File: src/rtl/botoes_led_debounce.sv
// botoes_led_debounce
//   N push buttons are synchronised and debounced. Their stable levels are
//   combined by a selectable mode (OR / AND / XOR / TOGGLE) and the result is
//   registered onto the LED pin pino13.
//
//   Optional feature macro: CONTADOR_PRESSOES_EN. When it is defined, the
//   contagem port exists and counts debounced presses.
//
// Ports
//   clk              in   1          system clock, rising edge
//   rst              in   1          synchronous reset, active-high
//   botoes           in   N_BOTOES   raw asynchronous buttons, 1 = pressed
//   modo             in   2          00 OR, 01 AND, 10 TOGGLE, 11 XOR
//   pino13           out  1          LED, 1 = on
//   botoes_estaveis  out  N_BOTOES   debounced button levels
//   borda_subida     out  1          1-cycle pulse when any debounced channel rose
//   contagem         out  LARG_CONT  debounced press count (CONTADOR_PRESSOES_EN only)
module botoes_led_debounce #(
    parameter int N_BOTOES        = 2,
    parameter int DEBOUNCE_CICLOS = 4,
    parameter int LARG_CONT       = 8
) (
    input  logic                 clk,
    input  logic                 rst,
    input  logic [N_BOTOES-1:0]  botoes,
    input  logic [1:0]           modo,
    output logic                 pino13,
    output logic [N_BOTOES-1:0]  botoes_estaveis,
`ifdef CONTADOR_PRESSOES_EN
    output logic [LARG_CONT-1:0] contagem,
`endif
    output logic                 borda_subida
);

    localparam int CW = $clog2(DEBOUNCE_CICLOS) + 1;
    localparam logic [CW-1:0] CNT_MAX = CW'(DEBOUNCE_CICLOS - 1);

    typedef enum logic [1:0] {
        MODO_OR  = 2'b00,
        MODO_AND = 2'b01,
        MODO_TGL = 2'b10,
        MODO_XOR = 2'b11
    } modo_e;

    logic [N_BOTOES-1:0]         sinc1_q, sinc1_d;
    logic [N_BOTOES-1:0]         sinc2_q, sinc2_d;
    logic [N_BOTOES-1:0]         estavel_q, estavel_d;
    logic [N_BOTOES-1:0]         estavel_ant_q, estavel_ant_d;
    logic [N_BOTOES-1:0][CW-1:0] cnt_q, cnt_d;
    modo_e                       modo_ant_q, modo_ant_d;
    logic                        tgl_q, tgl_d;
    logic                        pino13_q, pino13_d;
    logic                        borda_q, borda_d;
    logic                        subida;
    modo_e                       modo_atual;
`ifdef CONTADOR_PRESSOES_EN
    logic [LARG_CONT-1:0]        contagem_q, contagem_d;
`endif

    assign modo_atual = modo_e'(modo);

    always_comb begin
        sinc1_d       = botoes;
        sinc2_d       = sinc1_q;
        estavel_d     = estavel_q;
        cnt_d         = cnt_q;
        estavel_ant_d = estavel_q;
        modo_ant_d    = modo_atual;

        // Per channel: count consecutive cycles where the synchronised level
        // disagrees with the stable one; accept it after DEBOUNCE_CICLOS.
        for (int i = 0; i < N_BOTOES; i++) begin
            if (sinc2_q[i] == estavel_q[i]) begin
                cnt_d[i] = '0;
            end else if (cnt_q[i] == CNT_MAX) begin
                estavel_d[i] = sinc2_q[i];
                cnt_d[i]     = '0;
            end else begin
                cnt_d[i] = cnt_q[i] + CW'(1);
            end
        end

        // One pulse no matter how many channels rose together.
        subida  = |(estavel_q & ~estavel_ant_q);
        borda_d = subida;

        // Entering TOGGLE forces a known-off state and swallows a rise
        // arriving on the same edge.
        tgl_d = tgl_q;
        if (modo_atual == MODO_TGL && modo_ant_q != MODO_TGL) begin
            tgl_d = 1'b0;
        end else if (subida) begin
            tgl_d = ~tgl_q;
        end

        pino13_d = 1'b0;
        case (modo_atual)
            MODO_OR:  pino13_d = |estavel_q;
            MODO_AND: pino13_d = &estavel_q;
            MODO_XOR: pino13_d = ^estavel_q;
            MODO_TGL: pino13_d = tgl_d;
            default:  pino13_d = 1'b0;
        endcase

`ifdef CONTADOR_PRESSOES_EN
        contagem_d = contagem_q + LARG_CONT'(subida);
`endif
    end

    always_ff @(posedge clk) begin
        if (rst) begin
            sinc1_q       <= '0;
            sinc2_q       <= '0;
            estavel_q     <= '0;
            estavel_ant_q <= '0;
            cnt_q         <= '0;
            modo_ant_q    <= MODO_OR;
            tgl_q         <= 1'b0;
            pino13_q      <= 1'b0;
            borda_q       <= 1'b0;
`ifdef CONTADOR_PRESSOES_EN
            contagem_q    <= '0;
`endif
        end else begin
            sinc1_q       <= sinc1_d;
            sinc2_q       <= sinc2_d;
            estavel_q     <= estavel_d;
            estavel_ant_q <= estavel_ant_d;
            cnt_q         <= cnt_d;
            modo_ant_q    <= modo_ant_d;
            tgl_q         <= tgl_d;
            pino13_q      <= pino13_d;
            borda_q       <= borda_d;
`ifdef CONTADOR_PRESSOES_EN
            contagem_q    <= contagem_d;
`endif
        end
    end

    assign pino13          = pino13_q;
    assign botoes_estaveis = estavel_q;
    assign borda_subida    = borda_q;
`ifdef CONTADOR_PRESSOES_EN
    assign contagem        = contagem_q;
`endif

endmodule

File: config.mk
export PLATFORM = sky130hd
export DESIGN_NAME = botoes_led_debounce
export DESIGN_NICKNAME = d
export VERILOG_FILES = /design/src/rtl/botoes_led_debounce.sv
export SDC_FILE = /design/constraint.sdc
export NUM_CORES = 1
export LEC_CHECK = 0
export ABC_AREA = 1
export CAP_MARGIN = 10
export CORE_MARGIN = 8
export CORE_UTILIZATION = 50
export DETAILED_ROUTE_END_ITERATION = 10
export PLACE_DENSITY = 0.76
export RECOVER_POWER = 25
export SLEW_MARGIN = 10
export SYNTH_ARGS = -nofsm -noshare
export SYNTH_HDL_FRONTEND = slang
export SYNTH_SLANG_ARGS = --single-unit
File: constraint.sdc
create_clock -name clk -period 1.4 [get_ports clk]
set_clock_uncertainty 0.2 [all_clocks]
set_input_delay 0.35 -clock clk [delete_from_list [all_inputs] [get_ports clk]]
set_output_delay 0.35 -clock clk [all_outputs]
set_load 0.01 [all_outputs]
==> results of run 1 <==
-- synth_stat cells --
| cell type | n | area (sq um) |
|---|---|---|
| o21ai_0 | 2 | 10.0 |
| a21oi_1 | 6 | 30.0 |
| nand3_2 | 1 | 10.0 |
| ha_1 | 6 | 75.1 |
| nand2_1 | 7 | 26.3 |
| o211ai_1 | 2 | 15.0 |
| nand2_2 | 2 | 12.5 |
| buf_2 | 1 | 5.00 |
| dfxtp_1 | 19 | 380 |
| nor2_1 | 16 | 60.1 |
| inv_1 | 19 | 71.3 |
| nand3_1 | 2 | 10.0 |
| o31ai_1 | 1 | 7.51 |
| o21ai_2 | 1 | 8.76 |
-- timing repair --
item,in CTS,in global routing
setup buffers,0,3
setup endpoints to repair,5,4
resized for setup,13,9
pin swaps,0,3
-- state kept, by name, indices dropped and copies added, names as in the netlist --
| name | cells |
|---|---|
| borda_subida | 1 |
| botoes_estaveis | 2 |
| cnt_q | 6 |
| estavel_ant_q | 2 |
| modo_ant_q | 2 |
| pino13 | 1 |
| sinc1_q | 2 |
| sinc2_q | 2 |
| tgl_q | 1 |
-- critical path, stage by stage, from the launching register on --
cell	delay (ns)
dfxtp_2	0.33
buf_6	0.11
buf_4	0.13
ha_1	0.17
o31ai_1	0.21
a21oi_1	0.09
-- routing by layer --
layer	vias up	track usage	wire length, um
met5	-	0	0
met3	2	0.0331	47
met1	238	0.110	550
met4	0	0.0492	12
met2	7	0.158	587
li1	305	-	-
-- kinds of logic after synthesis --
family                   share of synthesized area
AO/OA/AOI/OAI                               0.0988
adder cells (fa/ha/maj)                      0.104
buffers and inverters                        0.106
flip-flops                                   0.527
AND/OR/NAND/NOR                              0.165
-- final timing paths --
| kind | from | to | slack, ns |
|---|---|---|---|
| worst max-delay path | botoes_estaveis[1]$_SDFFE_PP0P_ | pino13$_SDFF_PP0_ | 0.06 |
| worst max register to register | botoes_estaveis[1]$_SDFFE_PP0P_ | pino13$_SDFF_PP0_ | 0.06 |
| worst min-delay path | sinc1_q[1]$_SDFF_PP0_ | sinc2_q[1]$_SDFF_PP0_ | 0.21 |
| worst min register to register | sinc1_q[1]$_SDFF_PP0_ | sinc2_q[1]$_SDFF_PP0_ | 0.21 |
-- power breakdown --
group          switching [mW]  leakage (nW)  internal, mW
Clock                   0.152        0.0150         0.110
Combinational          0.0260         0.254        0.0293
Sequential            0.00430         0.156         0.552
-- through the flow --
step | power (mW) | area [sq um] | utilization | setup slack [ns] | TNS (ns)
after floorplan | 0.594 | 722 | - | 0.0507 | 0
after CTS | 0.887 | 903 | 0.677 | 0.00216 | 0
after global routing | 0.924 | 927 | 0.695 | 0.00230 | 0
final | 0.873 | 927 | 0.695 | 0.0630 | 0
after global placement | 0.626 | 878 | 0.659 | -0.123 | -1.00
after detailed placement | 0.628 | 878 | 0.659 | -0.143 | -1.32
-- layout make-up --
type | count | share of cell area
clock buffer | 4 | 0.0283
inverter | 19 | 0.0769
tap | 15 | 0.0202
multi-input combinational | 46 | 0.305
timing repair buffer | 19 | 0.157
sequential | 19 | 0.413
==> flow_metrics.env, run 1 <==
export IMPL_status="complete, no violations"
export IMPL_seq_area_sq_um=383
export IMPL_syn_inst=85
export IMPL_setup_worst_path_start_class="flop"
export IMPL_antenna_cells=0
export IMPL_fin_crit_sh=0.955
export IMPL_slew_viol_final=0
export IMPL_multi_input_area_sq_um=283
export IMPL_grt_overflow_total=0
export IMPL_tightest_slew_ns=0.275
export IMPL_via_per_inst=4.52
export IMPL_fmax_mhz=748
export IMPL_critPathCaptureType="flop"
export IMPL_antenna_left=0
export IMPL_worstPathArrival_ns=1.32
export IMPL_clkTransAtPathRegs_ns=0.11
export IMPL_yosysWarnings=0
export IMPL_cap_violations=0
export IMPL_leakage_nw=0.424
export IMPL_die_y_um=54
export IMPL_grt_max_degree=11
export IMPL_num_rows=13
export IMPL_vias=552
export IMPL_wl_per_cell_um=9.81
export IMPL_hold_class="reg2reg"
export IMPL_hpwl_um=925
export IMPL_grt_pass1_wl_um=2060
export IMPL_die_area_sq_um=2920
export IMPL_peakVddDrop_mv=0.732
export IMPL_syn_avg_cell_area_sq_um=8.49
export IMPL_cts_htree_levels=1
export IMPL_track_usage=0.0968
export IMPL_area_delta_synth_final_pct=28.4
export IMPL_yosys_register_bits=19
export IMPL_drc_errors=0
export IMPL_syn_area_sq_um=722
export IMPL_drive_gt1_frac=0.234
export IMPL_cts_buffers=3
export IMPL_cts_tree="yes"
export IMPL_rsz0062_at_grt="false"
export IMPL_portBuffers=9
export IMPL_cts_hold_buf=0
export IMPL_ys_seq_area_frac=0.527
export IMPL_cts_root_buf="clkbuf_4"
export IMPL_syn_num_nets=97
export IMPL_gp_congestion=0.678
export IMPL_nNetsFinal=120
export IMPL_initial_core_util=0.541
export IMPL_placed_cells=115
export IMPL_slew_limit_headroom=0.816
export IMPL_mostFrequentLayoutCells="inv_1 (17), dfxtp_1 (17), nor2_1 (16)"
export IMPL_holdWs_ns=0.208
export IMPL_power_density_nw_per_um2=942
export IMPL_whs_path_depth=2
export IMPL_fin_crit_ns=1.34
export IMPL_reg2reg_depth=5
export IMPL_io_pin_count=10
export IMPL_coreArea_sq_um=1330
export IMPL_die_w_um=54
export IMPL_finalHoldViolations=0
export IMPL_detail_route_iter0_violations=4
export IMPL_wl_um=1200
export IMPL_worstPathMaxFanout=3
export IMPL_path_class="reg2reg"
export IMPL_ys_types=14
export IMPL_grt_pass1_vias=503
export IMPL_grt_antenna_before_repair=0
export IMPL_drtPass1Iterations=4
export IMPL_fillers=117
export IMPL_clk_path_buf_depth=2
export IMPL_finalNonFillerCells=122
export IMPL_cp_required_ns=1.38
export IMPL_finalSetupViolations=0
export IMPL_insertion_delay_ns=0.29
export IMPL_cts_sinks=19
No activity file was read; power rests on OpenSTA's default activity.
==> run 2: changes to the inputs <==
--- a/config.mk
+++ b/config.mk
@@ -10,8 +10,10 @@
 export CORE_MARGIN = 8
 export CORE_UTILIZATION = 50
 export DETAILED_ROUTE_END_ITERATION = 10
+export HOLD_SLACK_MARGIN = 0.05
 export PLACE_DENSITY = 0.76
 export RECOVER_POWER = 25
+export SETUP_SLACK_MARGIN = 0.15
 export SLEW_MARGIN = 10
 export SYNTH_ARGS = -nofsm -noshare
 export SYNTH_HDL_FRONTEND = slang
==> run 2 against run 1 <==
Net effect:
- sequential power barely moved
- largest power group unchanged
- largest cell class unchanged
- critical endpoint unchanged
- final area rose by 20%
- highest routed layer unchanged
- routed wire length rose by 39%
- die area did not move
- utilization rose by 14 points
- setup slack improved by 0.0030 ns
- sequential share of layout area fell by 6.0 points
- via count rose by 14%
==> flow_metrics.env, run 2 (synthesis gave the netlist of run 1 again) <==
export IMPL_antenna_left=0
export IMPL_rsz0062_at_grt="true"
export IMPL_mostFrequentLayoutCells="nor2_1 (16), inv_1 (15), dfxtp_1 (14)"
export IMPL_die_area_sq_um=2920
export IMPL_finalHoldViolations=0
export IMPL_cp_startpoint="modo[0]"
export IMPL_io_pin_count=10
export IMPL_cts_tree="yes"
export IMPL_area_delta_synth_final_pct=53.6
export IMPL_p_total_mw=0.887
export IMPL_num_rows=13
export IMPL_die_w_um=54
export IMPL_grt_overflow_total=0
export IMPL_slew_limit_headroom=0.799
export IMPL_cp_required_ns=1.39
export IMPL_initial_core_util=0.541
export IMPL_critical_path_max_stage_delay_ns=0.54
export IMPL_largest_reg_flops=6
export IMPL_cap_violations=0
export IMPL_power_density_nw_per_um2=800
export IMPL_cts_sinks=19
export IMPL_fin_crit_sh=0.953
export IMPL_wl_um=1660
export IMPL_cts_root_buf="clkbuf_4"
export IMPL_coreArea_sq_um=1330
export IMPL_setup_worst_path_start_class="input pin"
export IMPL_grt_antenna_before_repair=0
export IMPL_clkTransAtPathRegs_ns=0.10
export IMPL_die_y_um=54
export IMPL_critPathCaptureType="flop"
export IMPL_cts_htree_levels=1
export IMPL_via_per_inst=4.91
export IMPL_detail_route_iter0_violations=10
export IMPL_hp_start="sinc1_q[0]$_SDFF_PP0_"
export IMPL_clk_path_buf_depth=2
export IMPL_fillers=86
export IMPL_peakVddDrop_mv=0.652
export IMPL_track_usage=0.123
export IMPL_worstPathMaxFanout=4
export IMPL_path_class="in2reg"
export IMPL_finalSetupViolations=0
export IMPL_cts_buffers=3
export IMPL_antenna_cells=0
export IMPL_final_common_cell="nor2_1"
export IMPL_drc_errors=0
export IMPL_fin_crit_ns=1.33
export IMPL_fin_util=0.831
export IMPL_leakage_nw=0.472
export IMPL_wl_per_cell_um=13.0
export IMPL_drive_gt1_frac=0.469
export IMPL_vias=629
export IMPL_slew_viol_final=0
export IMPL_nNetsFinal=126
export IMPL_hpwl_um=986
export IMPL_fin_area_sq_um=1110
export IMPL_gp_congestion=0.731
export IMPL_insertion_delay_ns=0.29
export IMPL_tightest_slew_ns=0.301
export IMPL_slowest_stage="clkdlybuf4s50_1"
export IMPL_portBuffers=9
export IMPL_hold_class="reg2reg"
export IMPL_grt_max_degree=11
export IMPL_r2r_start="botoes_estaveis[0]$_SDFFE_PP0P_"
export IMPL_path_cells="clkdlybuf4s50_1 > inv_1 > o31ai_2 > a21oi_2"
export IMPL_finalNonFillerCells=128
export IMPL_drtPass1Iterations=4
export IMPL_placed_cells=116
export IMPL_fmax_mhz=750
export IMPL_worstPathArrival_ns=1.32
export IMPL_grt_pass1_vias=654
export IMPL_grt_pass1_wl_um=2620
export IMPL_top_register="cnt_q"
export IMPL_placed_area_sq_um=893
export IMPL_status="complete, no violations"
export IMPL_cts_hold_buf=0
[run 2: changes by cell type in the layout (fill, tap and decap cells not counted), sizes merged]
cell / change
clkbuf: -2
clkdlybuf4s50: -2
buf: +9
dlymetal6s2s: +1
[run 2: worst paths after layout]
| check | endpoint | slack (ns) | cells after the start |
|---|---|---|---|
| worst max-delay path | pino13$_SDFF_PP0_ | 0.07 | 4 |
| worst max register to register | pino13$_SDFF_PP0_ | 0.08 | 7 |
| worst min register to register | sinc2_q[0]$_SDFF_PP0_ | 0.21 | 2 |
| worst min-delay path | sinc2_q[0]$_SDFF_PP0_ | 0.21 | 2 |
[run 2: routing by layer]
metal,GRT usage,wire (um),vias to the layer above
met3,0.0386,76,6
met1,0.112,690,292
met2,0.234,863,15
met5,0,0,-
li1,-,-,316
met4,0.0656,31,0
[run 2: area by class of cell]
cell class / count / area, sq um / area share
clock buffer: 4 / 26.3 / 0.0237
inverter: 19 / 73.8 / 0.0666
multi-input combinational: 46 / 382 / 0.344
sequential: 19 / 392 / 0.353
tap: 15 / 18.8 / 0.0169
timing repair buffer: 25 / 216 / 0.195
[run 2: through the flow]
stage / setup TNS [ns] / hold slack (ns) / setup WS [ns]
floorplan: 0 / 0.188 / 0.155
global placement: -1.07 / 0.191 / -0.132
detailed placement: -1.36 / 0.195 / -0.180
CTS: 0 / 0.205 / 0.0765
global route: 0 / 0.240 / 0.0352
finish: 0 / 0.215 / 0.0660
[run 2: timing repair]
| item | in CTS | in global routing |
|---|---|---|
| gates resized for setup | 40 | 20 |
| pin swaps | 8 | 7 |
| endpoints found under the hold margin | 0 | 0 |
| setup endpoints to repair | 11 | 14 |
| buffers inserted | 5 | 3 |
[run 2: worst max-delay path, delay by kind of cell]
kind | cells | cell delay [ns]
buf+inv | 2 | 0.65
compound gates | 2 | 0.33
[run 2: power breakdown]
group | leakage [nW] | internal, mW | switching, mW | total (mW)
clock | 0.0150 | 0.111 | 0.157 | 0.267
combinational | 0.300 | 0.0320 | 0.0327 | 0.0647
sequential | 0.158 | 0.548 | 0.00638 | 0.555
